===== src/rtl/mul_mdc_stream_sequencer.sv =====
// ---------------------------------------------------------------------------
// mul_mdc_stream_sequencer
//
// Tile-level sequencer for the mul_mdc streamer (sources a/b/c, sink d).
// A job descriptor is latched on start_i. The block then loops over
// n_tiles tiles: it issues one start request per stream, waits for every
// stream to report done, and advances all base addresses by tile_stride.
//
// Ports:
//   clk_i, rst_ni          clock, asynchronous active-low reset
//   clear_i                synchronous clear, same effect as reset
//   start_i                job start pulse, only sampled in IDLE
//   base_addr_i            per-stream base address, slice NB_SRC is the sink
//   trans_size_i           words per tile per stream
//   n_tiles_i              number of tiles in the job
//   tile_stride_i          byte offset added to every base address per tile
//   src_ready_start_i      source address generators ready for a start
//   sink_ready_start_i     sink address generator ready for a start
//   src_done_i             one-cycle source done pulses
//   sink_done_i            one-cycle sink done pulse
//   src_req_start_o        one-cycle start request per source
//   sink_req_start_o       one-cycle start request to the sink
//   addr_o                 current tile base address per stream
//   trans_size_o           latched transfer size
//   tile_idx_o             index of the tile in flight
//   busy_o                 high from the cycle after an accepted start
//                          through the DONE state
//   done_o                 one-cycle pulse at the end of a job
//   dbg_state_o            current FSM state (debug observation only)
//
// Start handshake (all streams): ready_start[k] is sampled in ISSUE; the
// request pulse req_start[k] follows one cycle later (it is registered),
// so an address generator must keep ready_start high until it sees its
// request. A stream receives exactly one request per tile, no matter how
// long ready_start stays high. Done pulses only count once the request of
// the current tile has been issued in an earlier cycle.
// ---------------------------------------------------------------------------
module mul_mdc_stream_sequencer #(
    parameter int unsigned ADDR_WIDTH = 32,
    parameter int unsigned SIZE_WIDTH = 16,
    parameter int unsigned NB_SRC     = 3
) (
    input  logic                           clk_i,
    input  logic                           rst_ni,
    input  logic                           clear_i,
    input  logic                           start_i,
    input  logic [(NB_SRC+1)*ADDR_WIDTH-1:0] base_addr_i,
    input  logic [SIZE_WIDTH-1:0]          trans_size_i,
    input  logic [SIZE_WIDTH-1:0]          n_tiles_i,
    input  logic [ADDR_WIDTH-1:0]          tile_stride_i,
    input  logic [NB_SRC-1:0]              src_ready_start_i,
    input  logic                           sink_ready_start_i,
    input  logic [NB_SRC-1:0]              src_done_i,
    input  logic                           sink_done_i,
    output logic [NB_SRC-1:0]              src_req_start_o,
    output logic                           sink_req_start_o,
    output logic [(NB_SRC+1)*ADDR_WIDTH-1:0] addr_o,
    output logic [SIZE_WIDTH-1:0]          trans_size_o,
    output logic [SIZE_WIDTH-1:0]          tile_idx_o,
    output logic                           busy_o,
    output logic                           done_o,
    output logic [2:0]                     dbg_state_o
);

    localparam int unsigned NB_STR = NB_SRC + 1;

    typedef enum logic [2:0] {
        ST_IDLE  = 3'd0,
        ST_ISSUE = 3'd1,
        ST_WAIT  = 3'd2,
        ST_NEXT  = 3'd3,
        ST_DONE  = 3'd4
    } state_e;

    state_e                         state_q,  state_d;
    logic [NB_STR-1:0]              issued_q, issued_d;
    logic [NB_STR-1:0]              dmask_q,  dmask_d;
    logic [NB_STR-1:0]              req_q,    req_d;
    logic [NB_STR*ADDR_WIDTH-1:0]   addr_q,   addr_d;
    logic [SIZE_WIDTH-1:0]          size_q,   size_d;
    logic [SIZE_WIDTH-1:0]          ntiles_q, ntiles_d;
    logic [ADDR_WIDTH-1:0]          stride_q, stride_d;
    logic [SIZE_WIDTH-1:0]          tile_q,   tile_d;
    logic                           busy_q,   busy_d;
    logic                           done_q,   done_d;

    // Stream vectors with the sink in the top bit.
    logic [NB_STR-1:0] ready_all;
    logic [NB_STR-1:0] done_all;
    logic [NB_STR-1:0] fire;

    assign ready_all = {sink_ready_start_i, src_ready_start_i};
    assign done_all  = {sink_done_i, src_done_i};

    always_comb begin
        state_d  = state_q;
        issued_d = issued_q;
        dmask_d  = dmask_q;
        req_d    = '0;
        addr_d   = addr_q;
        size_d   = size_q;
        ntiles_d = ntiles_q;
        stride_d = stride_q;
        tile_d   = tile_q;
        fire     = '0;

        case (state_q)
            ST_IDLE: begin
                if (start_i) begin
                    size_d   = trans_size_i;
                    ntiles_d = n_tiles_i;
                    stride_d = tile_stride_i;
                    addr_d   = base_addr_i;
                    tile_d   = '0;
                    // An empty job finishes without touching the streams.
                    state_d  = (n_tiles_i != '0) ? ST_ISSUE : ST_DONE;
                end
            end

            ST_ISSUE: begin
                fire     = ~issued_q & ready_all;
                req_d    = fire;
                issued_d = issued_q | fire;
                // Only streams issued in an earlier cycle may complete.
                dmask_d  = dmask_q | (done_all & issued_q);
                if (&issued_d) begin
                    state_d = ST_WAIT;
                end
            end

            ST_WAIT: begin
                dmask_d = dmask_q | (done_all & issued_q);
                if (&dmask_d) begin
                    state_d = ST_NEXT;
                end
            end

            ST_NEXT: begin
                issued_d = '0;
                dmask_d  = '0;
                if (tile_q == ntiles_q - SIZE_WIDTH'(1)) begin
                    state_d = ST_DONE;
                end else begin
                    tile_d = tile_q + SIZE_WIDTH'(1);
                    // Addresses wrap modulo 2^ADDR_WIDTH.
                    for (int k = 0; k < int'(NB_STR); k++) begin
                        addr_d[k*ADDR_WIDTH +: ADDR_WIDTH] =
                            addr_q[k*ADDR_WIDTH +: ADDR_WIDTH] + stride_q;
                    end
                    state_d = ST_ISSUE;
                end
            end

            ST_DONE: begin
                state_d = ST_IDLE;
            end

            default: begin
                state_d = ST_IDLE;
            end
        endcase

        // Clear overrides every other event, including mid-job.
        if (clear_i) begin
            state_d  = ST_IDLE;
            issued_d = '0;
            dmask_d  = '0;
            req_d    = '0;
            addr_d   = '0;
            size_d   = '0;
            ntiles_d = '0;
            stride_d = '0;
            tile_d   = '0;
        end

        busy_d = (state_d != ST_IDLE);
        done_d = (state_d == ST_DONE);
    end

    always_ff @(posedge clk_i or negedge rst_ni) begin
        if (!rst_ni) begin
            state_q  <= ST_IDLE;
            issued_q <= '0;
            dmask_q  <= '0;
            req_q    <= '0;
            addr_q   <= '0;
            size_q   <= '0;
            ntiles_q <= '0;
            stride_q <= '0;
            tile_q   <= '0;
            busy_q   <= 1'b0;
            done_q   <= 1'b0;
        end else begin
            state_q  <= state_d;
            issued_q <= issued_d;
            dmask_q  <= dmask_d;
            req_q    <= req_d;
            addr_q   <= addr_d;
            size_q   <= size_d;
            ntiles_q <= ntiles_d;
            stride_q <= stride_d;
            tile_q   <= tile_d;
            busy_q   <= busy_d;
            done_q   <= done_d;
        end
    end

    assign src_req_start_o  = req_q[NB_SRC-1:0];
    assign sink_req_start_o = req_q[NB_SRC];
    assign addr_o           = addr_q;
    assign trans_size_o     = size_q;
    assign tile_idx_o       = tile_q;
    assign busy_o           = busy_q;
    assign done_o           = done_q;
    assign dbg_state_o      = state_q;

endmodule


===== config.mk =====
export PLATFORM = sky130hd
export DESIGN_NAME = mul_mdc_stream_sequencer
export DESIGN_NICKNAME = d
export VERILOG_FILES = /design/src/rtl/mul_mdc_stream_sequencer.sv
export SDC_FILE = /design/constraint.sdc
export NUM_CORES = 1
export LEC_CHECK = 0
export BUFFER_PORTS_ARGS = -buffer_cell sky130_fd_sc_hd__buf_2
export CAP_MARGIN = 20
export CORE_MARGIN = 2
export CORE_UTILIZATION = 45
export CTS_CLUSTER_DIAMETER = 40
export DETAILED_ROUTE_END_ITERATION = 8
export PLACE_DENSITY = 0.78
export SYNTH_ARGS = -nofsm -noshare
export SYNTH_HDL_FRONTEND = slang
export SYNTH_SLANG_ARGS = --single-unit

===== constraint.sdc =====
create_clock -name clk_i -period 9.93 [get_ports clk_i]
set_clock_uncertainty 0.05 [all_clocks]
set_input_delay 1.986 -clock clk_i [delete_from_list [all_inputs] [get_ports clk_i]]
set_output_delay 1.986 -clock clk_i [all_outputs]
set_load 0.05 [all_outputs]

==> impl_metrics.yaml <==
clock_tree:
  postCtsHoldBufs: 0
  cts_num_sinks: 225
  cts.root.buffer_cell: "sky130_fd_sc_hd__clkbuf_16"
  cts.repair_timing.setup_buffer_count: 0
  cts.path.max_buffers: 3
  cts_tree: "built"
  cts_inserted_buffers: 45
  clock_tree.htree_level_count: 2
  clock_insertion_delay_worst_skew_ns: 0.57
  clk_pin_slew_ns: 0.05
  cts_resized: 0
place:
  hpwl_after_detailed_placement_um: 42000
  gpl_wtd_cong: 0.947
  place.port_buffers: 372
  placed_cells: 2681
  dpl_cell_area_sq_mm: 0.0184
routing:
  wire_per_inst_um: 20.7
  post_drt_via_cell_ratio: 6.04
  drt_drc_violations_left: 0
  route.vias.total: 16700
  ant_nets: 0
  drt_pass1_iterations: 5
  wl_um: 57400
  drt_iter0_markers: 1216
timing:
  timing_max_transition_violations_final: 0
  final_hold_viol_count: 0
  max_freq_ghz: 0.195
  rsz0062_at_grt: "no"
  tns_ns: 0
  minimum_period_implied_by_the_final_worst_setup_slack_ns: 5.13
  tightestPinTransition_ns: 0.974
  maxSlewHeadroom: 0.351
  finalSetupViolCount: 0
  layout_worst_path_cycle_share: 0.517
worst_hold_path:
  min-delay-start: "dmask_q[1]"
  hp-class: "reg -> reg"
setup_path:
  worst-setup-path-type: "in -> reg"
  reg2reg_setup_slack_ns: 4.88
  cp_data_arrival_time_ns: 5.52
  crit_start: "start_i"
  crit-reg2reg-capture: "addr_o[71]"
  worst-path-max-fanout: 92
  worst_setup_path_endpoint: "addr_o[71]"
  crit_path_start_kind: "input pin"
  worst-endpoint-required_ns: 10.32
  worst_r2r_startpoint: "ntiles_q[0]"
  r2r.worst_path.cells: 12
  worst_setup_path_end_kind: "register"
global_route:
  grt_use_total: 0.296
  grt_overflow: 0
  grt_antenna_before_repair: 7
  grt_start_max_net_pins: 105
  first_global_vias: 16400
  grt_first_pass_wirelength_um: 89100
power:
  overall_power_after_layout_mw: 3.51
  p_int_mw: 2.29
  power_frac_seq: 0.306
  power_density_mw_per_mm2: 175
  switching_power_mw: 1.22
  sw_frac_of_total: 0.349
  power_leakage_nw: 9.92
  power.ir.vdd_worst_mv: 0.121
  power_frac_comb: 0.242
  clock_power_share: 0.453
synthesis:
  synth.mux.area_fraction: 0.0101
  syn-cell-area_sq_mm: 0.0163
  post_synthesis_cell_type_count: 76
  synth_fa_ha_area_frac: 0.102
  syn_avg_cell_area_sq_um: 8.43
  portion_of_the_post_synthesis_area_used_by_sequential_elements: 0.346
  synth_most_common_cell: "sky130_fd_sc_hd__nand2_1"
  simple_gate_area_share_of_the_yosys_netlist: 0.174
  yosysTopAreaCellShare: 0.346
  netlist_top_cells_area: "sky130_fd_sc_hd__dfrtp_1, sky130_fd_sc_hd__ha_1, sky130_fd_sc_hd__nand2_1, sky130_fd_sc_hd__a21oi_1, sky130_fd_sc_hd__o21ai_0"
  ys.flop_type: "sky130_fd_sc_hd__dfrtp_1"
  count_of_flip_flops_with_a_built_in_enable_after_synthesis: 0
  ys_ff_latch: 225
  ys.warnings.count: 0
  synth-async-reset-ratio: 1.00
  top_cell_type_by_total_area_after_synthesis: "sky130_fd_sc_hd__dfrtp_1"
  synth_compound_gate_area_share: 0.263
  synth-xor-area-share: 0.0690
  synthesis.nets: 2262
  ys_top_cells_by_count: "sky130_fd_sc_hd__nand2_1, sky130_fd_sc_hd__dfrtp_1, sky130_fd_sc_hd__a21oi_1"
  synth_top_family_by_area: "compound AO/OA/AOI/OAI gates"
  postSynthCellCount: 1928
die:
  dieHeight_um: 194
  die_area_sq_mm: 0.0377
  num_io_pins: 373
  rows: 69
  die_w_um: 194
  placeableCoreArea_sq_mm: 0.0356
  initial_core_util: 0.457
layout:
  instances_no_fill: 2769
  finalCoreUtilization: 0.563
  fin_area_sq_mm: 0.0200
  number_of_nets_in_the_layout: 2601
  fillerInstances: 3225
  share_of_cells_above_drive_strength_1: 0.217
  area_delta_synth_final_pct: 23.1
status:
  run_status: "completed"
job:
  drv_cap: 0
==> state kept, by name (all words and copies together) (netlist names) <==
name,flops
addr_o,128
busy_o,1
dbg_state_o,3
dmask_q,4
done_o,1
issued_q,4
ntiles_q,16
req_q,4
stride_q,32
tile_idx_o,16
trans_size_o,16
==> cell usage in the layout (no fill, tap or decap), types with 7 or more instances in the layout <==
cell,instances
sky130_fd_sc_hd__a211oi_1,14
sky130_fd_sc_hd__o21bai_1,16
sky130_fd_sc_hd__o31ai_1,44
sky130_fd_sc_hd__nor3_1,40
sky130_fd_sc_hd__inv_6,10
sky130_fd_sc_hd__nand2_1,289
sky130_fd_sc_hd__dfrtp_1,225
sky130_fd_sc_hd__a31oi_1,24
sky130_fd_sc_hd__nand2b_1,19
sky130_fd_sc_hd__o211ai_1,9
sky130_fd_sc_hd__a21oi_1,217
sky130_fd_sc_hd__nor3b_1,9
sky130_fd_sc_hd__and3_1,12
sky130_fd_sc_hd__o21ai_0,134
sky130_fd_sc_hd__inv_1,45
sky130_fd_sc_hd__ha_1,126
sky130_fd_sc_hd__o21a_1,16
sky130_fd_sc_hd__a31o_2,7
sky130_fd_sc_hd__mux2i_1,13
sky130_fd_sc_hd__a21o_1,60
sky130_fd_sc_hd__a22oi_1,67
sky130_fd_sc_hd__nand3_1,30
sky130_fd_sc_hd__nor2b_1,27
sky130_fd_sc_hd__diode_2,7
sky130_fd_sc_hd__xnor2_1,76
sky130_fd_sc_hd__xor2_1,52
sky130_fd_sc_hd__nor2_1,117
sky130_fd_sc_hd__buf_4,15
sky130_fd_sc_hd__buf_2,370
sky130_fd_sc_hd__a22o_1,10
sky130_fd_sc_hd__or3_1,13
sky130_fd_sc_hd__nand4_1,15
sky130_fd_sc_hd__clkbuf_16,45
sky130_fd_sc_hd__and2_1,8
==> area by class of cell <==
class	instances	area, sq um	area share
diodes	7	17.5	0.000875
flip-flops and latches	225	5630	0.281
clock buffers	50	1180	0.0592
repair buffers	386	1980	0.0989
clock inverters	31	380	0.0190
inverters	45	169	0.00844
multi-input cells	1564	10100	0.503
well taps	461	577	0.0288
==> cell families (layout without fill, tap and decap cells) <==
group	Yosys count	after routing
AO/OA/AOI/OAI	676	676
XOR/XNOR	128	128
adder cells (fa/ha/maj)	130	130
buffers and inverters	139	512
flip-flops	225	225
multiplexers	16	16
other	0	7
AND/OR/NAND/NOR	614	614
==> per-stage QoR <==
step           setup slack (ns)  hold slack (ns)
5_1_grt                    4.58            0.468
4_1_cts                    4.89            0.446
3_5_place_dp               4.28            0.437
6_report                   4.80            0.442
2_1_floorplan              6.06            0.413
3_3_place_gp               4.40            0.425
==> metal layers <==
metal | share of wire | routed length [um] | track usage
met5 | 0.00019 | 11 | 0
met4 | 0.051 | 2910 | 0.146
met3 | 0.083 | 4790 | 0.0605
met2 | 0.46 | 26600 | 0.476
met1 | 0.40 | 23000 | 0.380
==> power by group through the flow <==
stage | sequential, mW | clock, mW | combinational (mW)
after detailed placement | 1.08 | 0 | 0.837
final | 1.07 | 1.59 | 0.848
after floorplan | 1.24 | 0 | 0.423
after global placement | 1.08 | 0 | 0.818
after global routing | 1.08 | 1.66 | 0.917
after CTS | 1.07 | 1.61 | 0.843
==> critical path: stages <==
cell and delay [ns]:
sky130_fd_sc_hd__buf_2 0.11, sky130_fd_sc_hd__nor4b_2 0.15, sky130_fd_sc_hd__buf_4 0.40, sky130_fd_sc_hd__or2_2 0.53, sky130_fd_sc_hd__nor2_1 0.29, sky130_fd_sc_hd__a31o_4 0.55
sky130_fd_sc_hd__buf_4 0.80, sky130_fd_sc_hd__nor2_2 0.33, sky130_fd_sc_hd__a22o_1 0.27
==> how the worst min path moves through the flow <==
stage               cells after the start    endpoint  slack [ns]
floorplan                               2  dmask_q[0]        0.41
global placement                        2  dmask_q[3]        0.42
detailed placement                      2  dmask_q[2]        0.44
CTS                                     2  dmask_q[2]        0.45
global route                            2  dmask_q[1]        0.47
finish                                  2  dmask_q[1]        0.44
Note: power is estimated with default switching activity, not from simulation.
